$ cat src/rtl/multicast_sender.sv
// multicast_sender
//    Transmit side of the PE multicast bus. {tag, value} beats from the global
//    buffer are queued in a small FIFO, then presented one at a time on the bus
//    (enable/tag/value) until the aggregated PE ready (bus_ready) accepts them.
//
//    Ports
//       clk          rising-edge clock
//       rstb         asynchronous active-low reset
//       in_valid     upstream offers in_tag/in_value
//       in_ready     queue can accept (write = in_valid & in_ready)
//       in_tag       destination tag of the offered beat
//       in_value     data of the offered beat
//       flush        synchronous discard of all queued/pending beats
//       bus_ready    aggregated PE ready
//       enable       bus beat valid
//       tag          bus destination tag
//       value        bus data
//       busy         FIFO or output register holds a beat
//       sent_count   beats accepted by the bus since reset (wraps)
//
//    state    | meaning
//    ---------+-------------------------------------------------------------
//    ST_IDLE  | output register empty, enable=0; loads when FIFO non-empty
//    ST_SEND  | output register holds a beat, enable=1, waiting for bus_ready
//    ST_FLUSH | one cycle after a flush edge; FIFO and output already cleared
module multicast_sender #(
   parameter int ADDRESS_WIDTH = 4,
   parameter int BITWIDTH      = 16,
   parameter int FIFO_DEPTH    = 4,
   parameter int COUNT_WIDTH   = 8
) (
   input  logic                     clk,
   input  logic                     rstb,
   input  logic                     in_valid,
   output logic                     in_ready,
   input  logic [ADDRESS_WIDTH-1:0] in_tag,
   input  logic [BITWIDTH-1:0]      in_value,
   input  logic                     flush,
   input  logic                     bus_ready,
   output logic                     enable,
   output logic [ADDRESS_WIDTH-1:0] tag,
   output logic [BITWIDTH-1:0]      value,
   output logic                     busy,
   output logic [COUNT_WIDTH-1:0]   sent_count
);

   localparam int AW = $clog2(FIFO_DEPTH);
   localparam int EW = ADDRESS_WIDTH + BITWIDTH;
   localparam logic [AW:0]          PTR_ONE = 1;
   localparam logic [COUNT_WIDTH-1:0] CNT_ONE = 1;

   typedef enum logic [1:0] {
      ST_IDLE  = 2'd0,
      ST_SEND  = 2'd1,
      ST_FLUSH = 2'd2
   } state_t;

   state_t        state;
   logic [EW-1:0] mem [FIFO_DEPTH];
   // One extra pointer bit distinguishes full from empty.
   logic [AW:0]   wr_ptr;
   logic [AW:0]   rd_ptr;
   logic          fifo_empty;
   logic          fifo_full;
   logic          fifo_wr;
   logic          fifo_rd;
   logic          transfer;
   logic          load_out;
   logic [EW-1:0] head;

   assign fifo_empty = (wr_ptr == rd_ptr);
   assign fifo_full  = (wr_ptr[AW] != rd_ptr[AW]) &&
                       (wr_ptr[AW-1:0] == rd_ptr[AW-1:0]);
   assign in_ready   = !fifo_full && !flush;
   assign fifo_wr    = in_valid && in_ready;
   // flush wins over a same-cycle bus acceptance; that beat is dropped, not counted.
   assign transfer   = enable && bus_ready && !flush;
   // Output register is free to take a new beat when empty or being drained this edge.
   assign load_out   = (state != ST_FLUSH) && !flush && (!enable || transfer);
   assign fifo_rd    = load_out && !fifo_empty;
   assign head       = mem[rd_ptr[AW-1:0]];
   assign busy       = !fifo_empty || enable;

   always_ff @(posedge clk) begin
      if (fifo_wr) begin
         mem[wr_ptr[AW-1:0]] <= {in_tag, in_value};
      end
   end

   always_ff @(posedge clk or negedge rstb) begin
      if (!rstb) begin
         wr_ptr <= '0;
         rd_ptr <= '0;
      end else if (flush) begin
         wr_ptr <= '0;
         rd_ptr <= '0;
      end else begin
         if (fifo_wr) wr_ptr <= wr_ptr + PTR_ONE;
         if (fifo_rd) rd_ptr <= rd_ptr + PTR_ONE;
      end
   end

   always_ff @(posedge clk or negedge rstb) begin
      if (!rstb) begin
         state      <= ST_IDLE;
         enable     <= 1'b0;
         tag        <= '0;
         value      <= '0;
         sent_count <= '0;
      end else begin
         if (transfer) sent_count <= sent_count + CNT_ONE;

         if (flush) begin
            state  <= ST_FLUSH;
            enable <= 1'b0;
            tag    <= '0;
            value  <= '0;
         end else begin
            case (state)
               ST_IDLE, ST_SEND: begin
                  if (load_out) begin
                     if (!fifo_empty) begin
                        state  <= ST_SEND;
                        enable <= 1'b1;
                        tag    <= head[EW-1:BITWIDTH];
                        value  <= head[BITWIDTH-1:0];
                     end else begin
                        state  <= ST_IDLE;
                        enable <= 1'b0;
                        tag    <= '0;
                        value  <= '0;
                     end
                  end
               end
               ST_FLUSH: begin
                  state <= ST_IDLE;
               end
               default: begin
                  state  <= ST_IDLE;
                  enable <= 1'b0;
                  tag    <= '0;
                  value  <= '0;
               end
            endcase
         end
      end
   end

endmodule

$ cat config.mk
export PLATFORM = sky130hd
export DESIGN_NAME = multicast_sender
export DESIGN_NICKNAME = d
export VERILOG_FILES = /design/src/rtl/multicast_sender.sv
export SDC_FILE = /design/constraint.sdc
export NUM_CORES = 1
export LEC_CHECK = 0
export ABC_AREA = 0
export BUFFER_PORTS_ARGS = -buffer_cell sky130_fd_sc_hd__buf_2
export CORE_ASPECT_RATIO = 0.75
export CORE_MARGIN = 2
export CORE_UTILIZATION = 61
export DETAILED_ROUTE_END_ITERATION = 10
export PLACE_DENSITY = 0.8
export SYNTH_ARGS = -nofsm -noshare
export SYNTH_HDL_FRONTEND = slang
export SYNTH_SLANG_ARGS = --single-unit
$ cat constraint.sdc
create_clock -name clk -period 3.66 [get_ports clk]
set_clock_uncertainty 0.1 [all_clocks]
set_input_delay 0.366 -clock clk [delete_from_list [all_inputs] [get_ports clk]]
set_output_delay 0.366 -clock clk [all_outputs]
set_load 0.02 [all_outputs]
Word-level counts from Yosys, hierarchy flattened

Memory sizes are Yosys's and may differ from the RTL's.
Index checks and enable logic that the tools add are counted.

Memories kept: 1
Memory bits (writable): 80
Bits in registers: 37
Word-level logic and storage cells: 60
Output and inout port bits: 31

Memory list:

| memory | words | bits a word | read ports | clocked after memory_dff | wr ports | line | source |
|---|---|---|---|---|---|---|---|
| mem    | 4     | 20          | 1          | 0                        | 1        | 59   | `logic [EW-1:0] mem [FIFO_DEPTH];` |

Reductions and logical operators: 19
Add/sub/neg operators: 3
Equal/unequal tests: 8
Mux-type cells: 22

Operator list:

| operator                                                         | number |
|---|---|
| 16-bit 2-to-1 mux                                                | 3 |
| 16-bit case mux with 2 select lines                              | 1 |
| 3-bit 2-to-1 mux                                                 | 4 |
| 4-bit 2-to-1 mux                                                 | 3 |
| 8-bit by 1-bit adder with 8-bit output (second input constant)   | 1 |
| 1-bit logical AND                                                | 8 |
| 4-bit case mux with 2 select lines                               | 1 |
| 3-bit by 1-bit adder with 3-bit output (second input constant)   | 2 |
| 1-bit 2-to-1 mux                                                 | 6 |
| 2-bit 2-to-1 mux                                                 | 3 |
| 1-bit zero test                                                  | 4 |
| 2-bit != test (second input constant)                            | 2 |
| 2-bit nonzero test                                               | 2 |
| 3-bit == test                                                    | 1 |
| 3-bit != test (second input constant)                            | 1 |
| 2-bit by 1-bit == test with 1-bit output (second input constant) | 1 |
| 2-bit == test                                                    | 1 |
| 2-bit == test (second input constant)                            | 1 |
| 2-bit zero test                                                  | 1 |
| 1-bit logical OR                                                 | 2 |
| 1-bit case mux with 2 select lines                               | 1 |
| 2-bit AND reduction                                              | 1 |
| 2-bit OR reduction                                               | 1 |
| 1-bit != test                                                    | 1 |

Longest topological paths before layout

Word-level depth: 7
Mapped depth: 6
Gate-level depth less buffers: 5

Worst setup path before layout

Ideal clock, no wire load.

Kind: flip-flop to flip-flop
From: register rd_ptr[0]
To: memory mem[0][0] (netlist bit), enable pin
Required time: 3,182 ps
Period minus slack after synthesis: 2,130 ps
Path buffers: 1
Cell stages (with the launch flop): 6
Slack: 1,530 ps
Library setup time: 378 ps
Arrival: 1,652 ps
Path through: dfrtp_1 buf_6 xor2_4 nor3_1 nor3b_1 and2_1

Longest elaborated chain between the ends: 7

RTL lines:

| item                                   | line | source |
|---|---|---|
| start, declared                        | 62   | `logic [AW:0] rd_ptr;` |
| start signal, assigned                 | 99   | `if (fifo_rd) rd_ptr <= rd_ptr + PTR_ONE;` |
| 2-bit == test                          | 73   | `(wr_ptr[AW-1:0] == rd_ptr[AW-1:0]);` |
| 1-bit logical AND                      | 72   | `assign fifo_full = (wr_ptr[AW] != rd_ptr[AW]) &&` |
| 1-bit zero test                        | 74   | `assign in_ready = !fifo_full && !flush;` |
| 1-bit logical AND                      | 74   |  |
| 1-bit logical AND                      | 75   | `assign fifo_wr = in_valid && in_ready;` |
| 1-bit 2-to-1 mux                       | 85   | `if (fifo_wr) begin` |
| 1-bit 2-to-1 mux (not written as such) | 86   | `mem[wr_ptr[AW-1:0]] <= {in_tag, in_value};` |
| end, declared                          | 59   |  |

No other way between the ends.

Worst setup path in the final report

From: register wr_ptr[1]
To: memory mem[3][6] (netlist bit), enable pin

Longest elaborated chain between the ends: 7

RTL lines:

| item                                   | line | source |
|---|---|---|
| start, declared                        | 61   | `logic [AW:0] wr_ptr;` |
| start signal, assigned                 | 98   | `if (fifo_wr) wr_ptr <= wr_ptr + PTR_ONE;` |
| 2-bit == test                          | 73   |  |
| 1-bit logical AND                      | 72   |  |
| 1-bit zero test                        | 74   |  |
| 1-bit logical AND                      | 74   |  |
| 1-bit logical AND                      | 75   |  |
| 1-bit 2-to-1 mux                       | 85   |  |
| 1-bit 2-to-1 mux (not written as such) | 86   |  |

Several ways; a longest one is shown, not always the timed one.

==> results.yml <==
synthesis:
  synth_largest_area_cell: "edfxtp_1"
  syn_avg_cell_area_um2: 19.39
  synth_cell_types: 39
  synthTopCellsByArea: "edfxtp_1 53%, dfrtp_1 20%, mux4_2 8.4%, a22o_1 3.8%, mux4_1 1.7%"
  synth_top_family_by_area: "multiplexers"
  synthCells: 235
  synth_xor_area_share_pct: 2.856
  synth-simple-area-share_pct: 4.338
  synth_fp_nets: 266
  ys.warnings.count: 0
  synth_compound_area_share_pct: 5.464
  syn_area_um2: 4557
  synthMuxAreaShare_pct: 10.85
  seq_area_frac_synth_pct: 73.04
  synthAdderAreaFrac_pct: 1.647
  ys_ff_latch: 117
  synth_top_area_share_pct: 52.72
detailed_routing:
  routedWlPerCell_um: 19.56
  dr.pass1.iters: 4
  ant_nets: 0
  drt-total-wl_um: 8608
  num_vias: 2479
  vias_per_cell: 5.634
  drtIter0Drc: 165
  drc: 0
worst_hold_path:
  hold_path.class: "input pin to flop"
cells_and_area:
  fin_cells: 440
  final_cell_mix: "80 x edfxtp_1, 55 x buf_2, 37 x dfrtp_1"
  final_common_cell: "edfxtp_1"
  antenna_cells: 0
  drive_gt1_share_pct: 33.63
  layout.nets: 357
  area_delta_synth_final_pct: 25.43
worst_setup_path:
  start_kind: "flop"
  path_buf_inv: 1
  worstPathMaxFanout: 11
  r2r_end: "mem[3][6]"
  crit_cells: 5
  arrival_ns: 2.60
  max_stage_delay_ns: 0.56
  crit_type: "flop to flop"
  cp-endpoint: "mem[3][6]"
  r2r_setup_slack_ns: 1.17
  r2r_start: "wr_ptr[1]"
  rr_worst_depth: 5
  required_ns: 3.76
  crit_family: "simple AND/OR/NAND/NOR gates"
  end_kind: "flop"
  crit_start: "wr_ptr[1]"
  cpMaxStageDelayCell: "and2_1"
  crit_chain: "xor2_2 > nor3_1 > nor3b_1 > and2_1 > buf_4"
timing:
  setup_tns_ns: 0
  holdWs_ns: 0.07440
  finalCritPeriodShare_pct: 68.14
  finalMaxSlewViolations: 0
  hold_viol_final: 0
  rsz0062_at_grt: "false"
  tightest_slew_ns: 1.076
  finalSetupViolCount: 0
  slew_headroom_pct: 28.21
  period_minus_slack_ns: 2.494
  fmax_ghz: 0.4010
floorplan:
  initial_utilization_pct: 62.45
  die_area_um2: 8185
  num_io_pins: 56
  coreArea_um2: 7297
  die_h_um: 78.85
  fp.dieW_um: 103.8
  num_rows: 27
cts:
  cts_tree: "built"
  clk_pin_slew_worst_paths_ns: 0.05
  cts_max_level: 4
  clock_sink_count: 117
  clkLatencyLatePin_ns: 0.51
  cts_buffers: 17
  cts_resized: 0
  ctsLongestPathBuffers: 2
  clock-root-buffer: "clkbuf_8"
  cts_setup_buffers: 0
outcome:
  outcome: "complete, no violations"
job:
  cap_violations: 0
global_routing:
  grt_antenna_before_repair: 0
  grt_first_pass_wirelength_um: 13750
  gr-usage-all-layers_pct: 23.43
  gr-total-overflow: 0
  grt_max_degree: 38
  grt_pass1_vias: 2630
place:
  io_buffers: 55
  dp_hpwl_um: 5107
  dp_cells: 386
  globalplace.congestion: 0.7386
power_and_ir_drop:
  power_density_nw_per_um2: 592.3
  p_leak_uw: 0.002278
  irDropWorstVdd_uv: 536.6
-- tightest hold or removal path: stages --
cell and delay (ns):
buf_2 0.11, nand4_1 0.10, xnor2_1 0.06
-- sequential cells by signal (all words and copies together) (netlist names) --
signal	count
mem	80
value	16
sent_count	8
tag	4
rd_ptr	3
wr_ptr	3
state	2
enable	1
-- per-stage QoR --
step | utilization [%] | power, uW | cell area, um^2 | setup slack [ns]
6_report | 78.33 | 3385 | 5715 | 1.166
5_1_grt | 78.33 | 3512 | 5715 | 1.031
4_1_cts | 78.33 | 3411 | 5715 | 1.132
3_5_place_dp | 67.68 | 1880 | 4938 | 1.152
3_3_place_gp | 67.68 | 1864 | 4938 | 1.287
2_1_floorplan | - | 1765 | 4557 | 1.530
-- cells by family after synthesis --
kind of cell,Yosys count
compound gates,30
xor+xnor,11
fa+ha+maj,6
buf+inv,15
flops,117
mux,23
simple gates,33
-- worst min-delay path by stage --
stage / from / endpoint / slack (ns) / cells past startpoint
final: bus_ready / sent_count[2] / 0.07 / 3
after global routing: bus_ready / sent_count[2] / 0.07 / 3
after CTS: bus_ready / sent_count[2] / 0.05 / 3
after detailed placement: sent_count[6] / sent_count[6] / 0.38 / 1
after global placement: sent_count[7] / sent_count[7] / 0.35 / 1
after floorplan: rstb / enable / -0.03 / 0
-- layer usage --
metal | global-route usage [%] | up-vias | share of wire (%)
li1 | - | 1113 | -
met1 | 30.36 | 1261 | 43
met2 | 37.17 | 92 | 49
met3 | 8.210 | 13 | 6.0
met4 | 9.324 | 0 | 1.8
met5 | 0 | - | 0
-- Yosys cell counts --
cell and instances:
a22o_1 20, nor3b_1 1, and3_1 1, buf_6 3, mux2_1 2, mux2i_1 1
or3_1 2, nand4_1 1, xor2_2 1, nor2_1 8, o21ai_0 2, nand2b_1 3
nor3b_4 1, nand3_1 6, nand3b_1 1, nor3_1 1, clkbuf_1 5, o21a_1 1
nor3_4 1, a21oi_1 2, and2_1 4, xor2_1 2, nand2_1 2, xnor2_2 1
xor2_4 1, mux4_1 3, ha_1 6, edfxtp_1 80, o311ai_1 1, dfrtp_1 37
xnor2_1 6, buf_2 3, nor2b_1 1, a21o_1 1, o41ai_1 1, o31ai_2 1
mux4_2 17, a2111oi_0 1, inv_1 4
-- report_power, final --
part,switching [uW],internal (uW)
Combinational,192,146
Sequential,45.8,1490
Clock,547,968
-- timing repair --
action	4_1_cts	5_1_grt
hold endpoints to repair	118	0
setup endpoints to repair	0	0
hold buffers	22	0
-- final cells by class --
class,instances,area [um^2]
flip-flops and latches,117,3328
repair buffers,83,540.5
inverters,4,15.01
multi-input cells,103,1149
clock buffers,24,480.5
fillers,410,1582
clock inverters,8,76.32
well taps,101,126.4
No activity file was read; power rests on OpenSTA's default activity.
